[config.mk]
export PLATFORM = sky130hd
export DESIGN_NAME = l1_instr_refill
export DESIGN_NICKNAME = d
export VERILOG_FILES = /design/src/rtl/l1_instr_refill.sv
export SDC_FILE = /design/constraint.sdc
export NUM_CORES = 1
export LEC_CHECK = 0
export ABC_CLOCK_PERIOD_IN_PS = 5160
export CAP_MARGIN = 15
export CORE_MARGIN = 3
export CORE_UTILIZATION = 47
export CTS_CLUSTER_DIAMETER = 50
export DETAILED_ROUTE_END_ITERATION = 10
export GPL_ROUTABILITY_DRIVEN = 0
export GPL_TIMING_DRIVEN = 1
export PLACE_DENSITY = 0.86
export SYNTH_ARGS = -nofsm -noshare
export SYNTH_HDL_FRONTEND = slang
export SYNTH_SLANG_ARGS = --single-unit
[constraint.sdc]
create_clock -name clk_i -period 5.16 [get_ports clk_i]
set_input_delay 1.032 -clock clk_i [delete_from_list [all_inputs] [get_ports clk_i]]
set_output_delay 1.032 -clock clk_i [all_outputs]
set_load 0.03 [all_outputs]
[src/rtl/l1_instr_refill.sv]
// l1_instr_refill: refill controller for the L1 instruction cache data array.
//
// On a miss it requests one line from the next memory level, collects four
// in-order beats into a line buffer, then writes the line into the data array
// and the tag into the tag array in the same cycle, and pulses done_o.
//
// Optional feature macro: L1_REFILL_BYPASS_EN enables the critical-word
// forward on bypass_valid_o/bypass_data_o. Without it those ports are tied to 0.
//
// Ports:
//   clk_i, rst_i                 clock, synchronous active-high reset
//   miss_i, miss_addr_i,
//   miss_next_i                  refill request (sampled only when idle)
//   busy_o, done_o               controller status, one-cycle completion pulse
//   mem_req_o, mem_addr_o,
//   mem_gnt_i                    line request handshake to next level
//   mem_rvalid_i, mem_rdata_i    returned beats, in order
//   dat_we_o, dat_we_next_o,
//   dat_addr_o, dat_data_o       data array write port
//   tag_we_o, tag_idx_o, tag_o   tag array write port
//   bypass_valid_o,
//   bypass_data_o                critical-word forward
module l1_instr_refill #(
  parameter int unsigned ADDR_WIDTH = 32,
  parameter int unsigned IDX_WIDTH  = 6,
  parameter int unsigned LINE_WIDTH = 128,
  parameter int unsigned BEAT_WIDTH = 32,
  parameter int unsigned TAG_WIDTH  = ADDR_WIDTH - IDX_WIDTH - 4
) (
  input  logic                  clk_i,
  input  logic                  rst_i,
  input  logic                  miss_i,
  input  logic [ADDR_WIDTH-1:0] miss_addr_i,
  input  logic                  miss_next_i,
  output logic                  busy_o,
  output logic                  done_o,
  output logic                  mem_req_o,
  output logic [ADDR_WIDTH-1:0] mem_addr_o,
  input  logic                  mem_gnt_i,
  input  logic                  mem_rvalid_i,
  input  logic [BEAT_WIDTH-1:0] mem_rdata_i,
  output logic                  dat_we_o,
  output logic                  dat_we_next_o,
  output logic [IDX_WIDTH-1:0]  dat_addr_o,
  output logic [LINE_WIDTH-1:0] dat_data_o,
  output logic                  tag_we_o,
  output logic [IDX_WIDTH-1:0]  tag_idx_o,
  output logic [TAG_WIDTH-1:0]  tag_o,
  output logic                  bypass_valid_o,
  output logic [BEAT_WIDTH-1:0] bypass_data_o
);

  localparam int unsigned LaWidth  = ADDR_WIDTH - 4;
  localparam int unsigned NumBeats = LINE_WIDTH / BEAT_WIDTH;
  localparam int unsigned CntWidth = $clog2(NumBeats);

  typedef enum logic [2:0] {StIdle, StReq, StCollect, StWrite, StDone} state_e;

  state_e                state_q;
  logic                  busy_q;
  logic                  done_q;
  logic                  mem_req_q;
  logic [ADDR_WIDTH-1:0] mem_addr_q;
  logic                  dat_we_q;
  logic                  dat_we_next_q;
  logic                  tag_we_q;
  logic [LaWidth-1:0]    la_q;
  logic [IDX_WIDTH-1:0]  idx_q;
  logic                  next_q;
  logic [CntWidth-1:0]   cnt_q;
  logic [LINE_WIDTH-1:0] line_q;

  // Line address to fetch; the +1 wraps within the line-address space.
  logic [LaWidth-1:0] la_d;
  assign la_d = miss_addr_i[ADDR_WIDTH-1:4] + LaWidth'(miss_next_i);

  // Byte offset bits never matter; the word bits only feed the bypass path.
  logic unused_addr_bits;
  assign unused_addr_bits = ^miss_addr_i[3:0];

  always_ff @(posedge clk_i) begin
    if (rst_i) begin
      state_q       <= StIdle;
      busy_q        <= 1'b0;
      done_q        <= 1'b0;
      mem_req_q     <= 1'b0;
      mem_addr_q    <= '0;
      dat_we_q      <= 1'b0;
      dat_we_next_q <= 1'b0;
      tag_we_q      <= 1'b0;
      la_q          <= '0;
      idx_q         <= '0;
      next_q        <= 1'b0;
      cnt_q         <= '0;
      line_q        <= '0;
    end else begin
      dat_we_q      <= 1'b0;
      dat_we_next_q <= 1'b0;
      tag_we_q      <= 1'b0;
      done_q        <= 1'b0;
      unique case (state_q)
        StIdle: begin
          if (miss_i) begin
            la_q       <= la_d;
            idx_q      <= miss_addr_i[IDX_WIDTH+3:4];
            next_q     <= miss_next_i;
            mem_req_q  <= 1'b1;
            mem_addr_q <= {la_d, 4'b0000};
            busy_q     <= 1'b1;
            state_q    <= StReq;
          end
        end
        StReq: begin
          if (mem_gnt_i) begin
            mem_req_q <= 1'b0;
            cnt_q     <= '0;
            state_q   <= StCollect;
          end
        end
        StCollect: begin
          if (mem_rvalid_i) begin
            line_q[cnt_q*BEAT_WIDTH +: BEAT_WIDTH] <= mem_rdata_i;
            cnt_q <= cnt_q + 1'b1;
            if (cnt_q == CntWidth'(NumBeats - 1)) begin
              dat_we_q      <= 1'b1;
              dat_we_next_q <= next_q;
              tag_we_q      <= 1'b1;
              state_q       <= StWrite;
            end
          end
        end
        StWrite: begin
          done_q  <= 1'b1;
          state_q <= StDone;
        end
        StDone: begin
          busy_q  <= 1'b0;
          state_q <= StIdle;
        end
        default: state_q <= StIdle;
      endcase
    end
  end

  assign busy_o        = busy_q;
  assign done_o        = done_q;
  assign mem_req_o     = mem_req_q;
  assign mem_addr_o    = mem_addr_q;
  assign dat_we_o      = dat_we_q;
  assign dat_we_next_o = dat_we_next_q;
  assign dat_addr_o    = idx_q;
  assign dat_data_o    = line_q;
  assign tag_we_o      = tag_we_q;
  assign tag_idx_o     = la_q[IDX_WIDTH-1:0];
  assign tag_o         = la_q[LaWidth-1:IDX_WIDTH];

`ifdef L1_REFILL_BYPASS_EN
  logic [CntWidth-1:0]   word_q;
  logic                  byp_valid_q;
  logic [BEAT_WIDTH-1:0] byp_data_q;
  logic                  byp_hit;

  // Forward the requested word only for a same-line refill; a next-line
  // refill does not contain the word the fetch is waiting for.
  assign byp_hit = (state_q == StCollect) && mem_rvalid_i && !next_q && (cnt_q == word_q);

  always_ff @(posedge clk_i) begin
    if (rst_i) begin
      word_q      <= '0;
      byp_valid_q <= 1'b0;
      byp_data_q  <= '0;
    end else begin
      if (state_q == StIdle && miss_i) begin
        word_q <= miss_addr_i[2 +: CntWidth];
      end
      byp_valid_q <= byp_hit;
      if (byp_hit) begin
        byp_data_q <= mem_rdata_i;
      end
    end
  end

  assign bypass_valid_o = byp_valid_q;
  assign bypass_data_o  = byp_data_q;
`else
  assign bypass_valid_o = 1'b0;
  assign bypass_data_o  = '0;
`endif

endmodule

---- Word level (Yosys, flattened, before mapping) ----
Cells that the tools add are included.
Widths: inputs -> output; s select.
storage, ports and cells
  flip-flop bits (word level) ............. 173
  bits of input ports ..................... 70
  logic and storage cells ................. 55
cells by class
  $add $sub $neg .......................... 3
  eq/ne operators ......................... 9
  shift operators ......................... 2
  mux-type cells .......................... 15
  bitwise gates (word level) .............. 3
  reduce and logical (&&, ||, !) cells .... 12
operators with widths
  kind                       count
  $bwmux 128                 1
  $shift 32x34->128 const A  1
  $shiftx 32x34->128         1
  $neg 7->34                 1
  $add 28x1->28              1
  $mux 3                     4
  $pmux 3 s4                 1
  $ne 2x2->1 const B         4
  $eq 3x2->1 const B         2
  $reduce_and 2->1           3
  $reduce_and 3->1           2
  $reduce_bool 2->1          3
  $mux 1                     4
  $mux 2                     2
  $pmux 1 s2                 2
  $pmux 2 s2                 1
  $reduce_and 4->1           1
  $reduce_or 4->1            1
  $eq 3x1->1 const B         1
  $eq 3x3->1 const B         1
  $logic_not 3->1            1
  $not 1->1                  3
  $reduce_or 3->1            1
  $add 2x1->2 const B        1
  $eq 2x2->1 const B         1

---- Logic depth before layout (Yosys ltp) ----
  depth after elaboration ................. 4
  mapped depth ............................ 9
  depth with buffers taken out ............ 6

---- Worst setup path before layout ----
No wires, ideal clock.
  path type ............................... input-to-reg
  from .................................... input port miss_addr_i[4]
  to ...................................... register la_q[18]
  arrival ................................. 2,528 ps
  path slack .............................. 2,541 ps
  stages .................................. 7
  cells stage by stage .................... ha_1 > ha_1 > nand3_1 > or3_1 > buf_2 > or4_1 > a311oi_1
on the way
  word-level cells in the longest chain between the ends .. 1
ends and longest elaborated chain
  item                    RTL line  RTL
  start: declaration      33        input logic [ADDR_WIDTH-1:0] miss_addr_i,
  $add 28x1->28           75        assign la_d = miss_addr_i[ADDR_WIDTH-1:4] + LaWidth'(miss_next_i);
  end signal: assignment  104       la_q <= la_d;
  end: declaration        67        logic [LaWidth-1:0] la_q;
Every way passes these cells.
A chain may end at the register's enable or synchronous reset.

---- Final worst setup path ----
  from .................................... input port mem_rvalid_i
  to ...................................... register line_q[22] (netlist: dat_data_o[22])
on the way
  word-level cells in the longest chain between the ends .. 1
ends and longest elaborated chain
  item                               RTL line  RTL
  start: declaration                 40        input logic mem_rvalid_i,
  $reduce_and 2->1 (no source line)  n/a
  end signal: indexed assignment     122       line_q[cnt_q*BEAT_WIDTH +: BEAT_WIDTH] <= mem_rdata_i;
  end: declaration                   71        logic [LINE_WIDTH-1:0] line_q;
Every way passes these cells.

==> flow_metrics.env <==
export IMPL_outcome="complete, no violations"
export IMPL_layout_worst_path_cycle_share=0.632
export IMPL_cts_setup_buffers=0
export IMPL_synthesized_area_divided_by_synthesized_cell_count_um2=8.31
export IMPL_synth_warnings=0
export IMPL_firstDrtPassIters=5
export IMPL_max_clock_path_buffers=2
export IMPL_tightest_slew_ns=1.15
export IMPL_yosysSeqAreaShare=0.468
export IMPL_nFillCells=1246
export IMPL_clockRootBuffer="clkbuf_16"
export IMPL_setup_viol_count_final=0
export IMPL_fin_util=0.676
export IMPL_final_layout_worst_hold_slack_ns=0.449
export IMPL_clk_pin_slew_ns=0.07
export IMPL_crit_type="primary input to flop"
export IMPL_power_report_internal_total_w=0.00226
export IMPL_arrival_ns=3.56
export IMPL_dpl_cell_count=1268
export IMPL_cts_buffers=17
export IMPL_post_cts_hold_buffer_count=0
export IMPL_drv_max_cap_violation_count=0
export IMPL_route_detailed_wl_per_inst_um=18.1
export IMPL_tritoncts_clock_tree="yes"
export IMPL_clock_sink_count=173
export IMPL_max_slew_margin=0.233
export IMPL_worst_path_max_fanout=20
export IMPL_global_route_overflow_total=0
export IMPL_most_common_library_cell_in_the_layout_ignoring_fill_and_taps="clkdlybuf4s50_1"
export IMPL_grt_first_pass_wirelength_um=37000
export IMPL_power_switching_fraction=0.276
export IMPL_reg2reg_depth=6
export IMPL_period_needed_ns=3.26
export IMPL_power_static_leakage_nw=3.48
export IMPL_power_density_nw_per_um2=302
export IMPL_place_ws_ns=1.49
export IMPL_globalRouteTotalUtil=0.264
export IMPL_vias=7202
export IMPL_first_global_vias=6803
export IMPL_drc_errors=0
export IMPL_pin_count=303
export IMPL_p_sw_w=0.000862
export IMPL_holdCritPathClass="flop to flop"
export IMPL_instances_no_fill=1301
export IMPL_timing_final_hold_violations=0
export IMPL_rows=45
export IMPL_p_clk_frac=0.407
export IMPL_die_w_um=131
export IMPL_worst_setup_path_end_kind="flop"
export IMPL_worst_clock_skew_ns=0.0136
export IMPL_area_growth_pct=40.0
export IMPL_drtIter0Drc=690
export IMPL_worst_vdd_rail_ir_drop_v=0.000226
export IMPL_clock_latency_ns=0.43
export IMPL_postSynthRegisterBits=173
export IMPL_grt_antenna_before_repair=0
export IMPL_rsz0062_at_grt="false"
export IMPL_post_cts_resized_instances=0
export IMPL_drive_gt1_frac=0.0514
export IMPL_pin_count_of_the_biggest_net_entering_global_routing=90
export IMPL_core_region_area_um2=15300
export IMPL_sequential_share_of_power=0.447
export IMPL_dp_hpwl_um=16100
export IMPL_slew_violations=0
export IMPL_ant_nets=0
export IMPL_post_synth_inst_count=890
export IMPL_fp_dieArea_um2=17300
export IMPL_hold_path_cell_count=2
export IMPL_floorplan_die_height_um=131
export IMPL_synth_distinct_cells=50
export IMPL_wl_um=23500
export IMPL_critPathLaunchType="primary input"
export IMPL_start_util=0.483
export IMPL_finalSetupTns_ns=0
export IMPL_peak_clock_frequency_supported_by_timing_mhz=307
export IMPL_power_combinational_fraction=0.146
export IMPL_port_buffers=261
export IMPL_crit_required_ns=5.46
export IMPL_drt_vias_per_instance=5.54
export IMPL_postLayoutSetupSlackWorst_ns=1.90
export IMPL_synth_area_um2=7390
export IMPL_num_antenna_cells=0
export IMPL_layout_common_cells="260 x clkdlybuf4s50_1, 173 x dfxtp_1, 131 x nand2_1"
export IMPL_nets=1156
export IMPL_cts_htree_levels=4
[worst paths after layout]
check	start	end	slack, ns
max	mem_rvalid_i	dat_data_o[22]	1.90
min	dat_data_o[116]	dat_data_o[116]	0.45
max reg2reg	cnt_q[0]	dat_data_o[54]	2.22
min reg2reg	dat_data_o[116]	dat_data_o[116]	0.45
[cells by family after synthesis]
logic type	Yosys count	synth area share
AND/OR/NAND/NOR	367	0.241
AO/OA/AOI/OAI	184	0.151
flip-flops	173	0.468
buffers and inverters	145	0.110
XOR/XNOR	11	0.0130
adder cells (fa/ha/maj)	9	0.0152
other	1	0.000507
[power groups by stage]
stage,registers [W],logic [W],clock network [W]
floorplan,0.00148,0.000239,0
global placement,0.00142,0.000449,0
detailed placement,0.00143,0.000453,0
CTS,0.00140,0.000455,0.00129
global route,0.00140,0.000481,0.00134
finish,0.00140,0.000456,0.00127
[cells in the mapped netlist (all sizes together)]
master | count | area (µm²)
dfxtp | 173 | 3460
nand2 | 131 | 492
a21oi | 110 | 551
buf | 82 | 578
nand3 | 81 | 410
nor2 | 62 | 233
clkbuf | 59 | 221
nand4 | 38 | 244
a22oi | 31 | 233
a211oi | 14 | 105
a311oi | 13 | 114
ha | 9 | 113
nor3 | 9 | 45.0
o31ai | 8 | 60.1
or4 | 8 | 60.1
xor2 | 6 | 52.6
nor4 | 5 | 31.3
or3 | 5 | 32.5
xnor2 | 5 | 43.8
and2 | 4 | 25.0
and4 | 4 | 36.3
inv | 4 | 15.0
nor3b | 3 | 27.5
or4b | 3 | 30.0
and3 | 2 | 13.8
and3b | 2 | 17.5
and4b | 2 | 20.0
nand2b | 2 | 12.5
nand3b | 2 | 15.0
nor4b | 2 | 23.8
o21ai | 2 | 10.0
o41ai | 2 | 17.5
a21o | 1 | 7.51
a31oi | 1 | 6.26
conb | 1 | 3.75
nor4bb | 1 | 10.0
o22ai | 1 | 6.26
o311ai | 1 | 8.76
or2 | 1 | 6.26
[metrics by stage]
stage	area, µm²	total power (W)
finish	10400	0.00312
global route	10400	0.00322
CTS	10300	0.00314
detailed placement	9730	0.00188
global placement	9730	0.00187
floorplan	7530	0.00172
[sequential cells by signal, summed over array words and instances, names as in the netlist]
register / count
dat_data_o: 128
la_q: 28
dat_addr_o: 6
state_q: 3
cnt_q: 2
busy_o: 1
dat_we_next_o: 1
done_o: 1
mem_req_o: 1
next_q: 1
tag_we_o: 1
[cell type report]
type	instances	area, µm²	area share
clock buffers	21	480	0.0464
clock inverters	11	110	0.0106
inverters	4	15.0	0.00145
multi-input cells	608	3290	0.318
flip-flops and latches	173	3460	0.335
well taps	211	264	0.0255
repair buffers	273	2730	0.264
[per-layer routing]
layer | track usage | share of wire
met5 | 0 | 0
met3 | 0.0792 | 0.084
met2 | 0.426 | 0.48
met4 | 0.122 | 0.034
met1 | 0.326 | 0.40
[critical path: stages]
cell and delay (ns):
clkdlybuf4s50_1 0.52, nor4bb_4 0.66, nand2_1 0.73, buf_4 0.44, nand2_1 0.09, a21oi_1 0.06
Power figures use the tool's default switching activity.
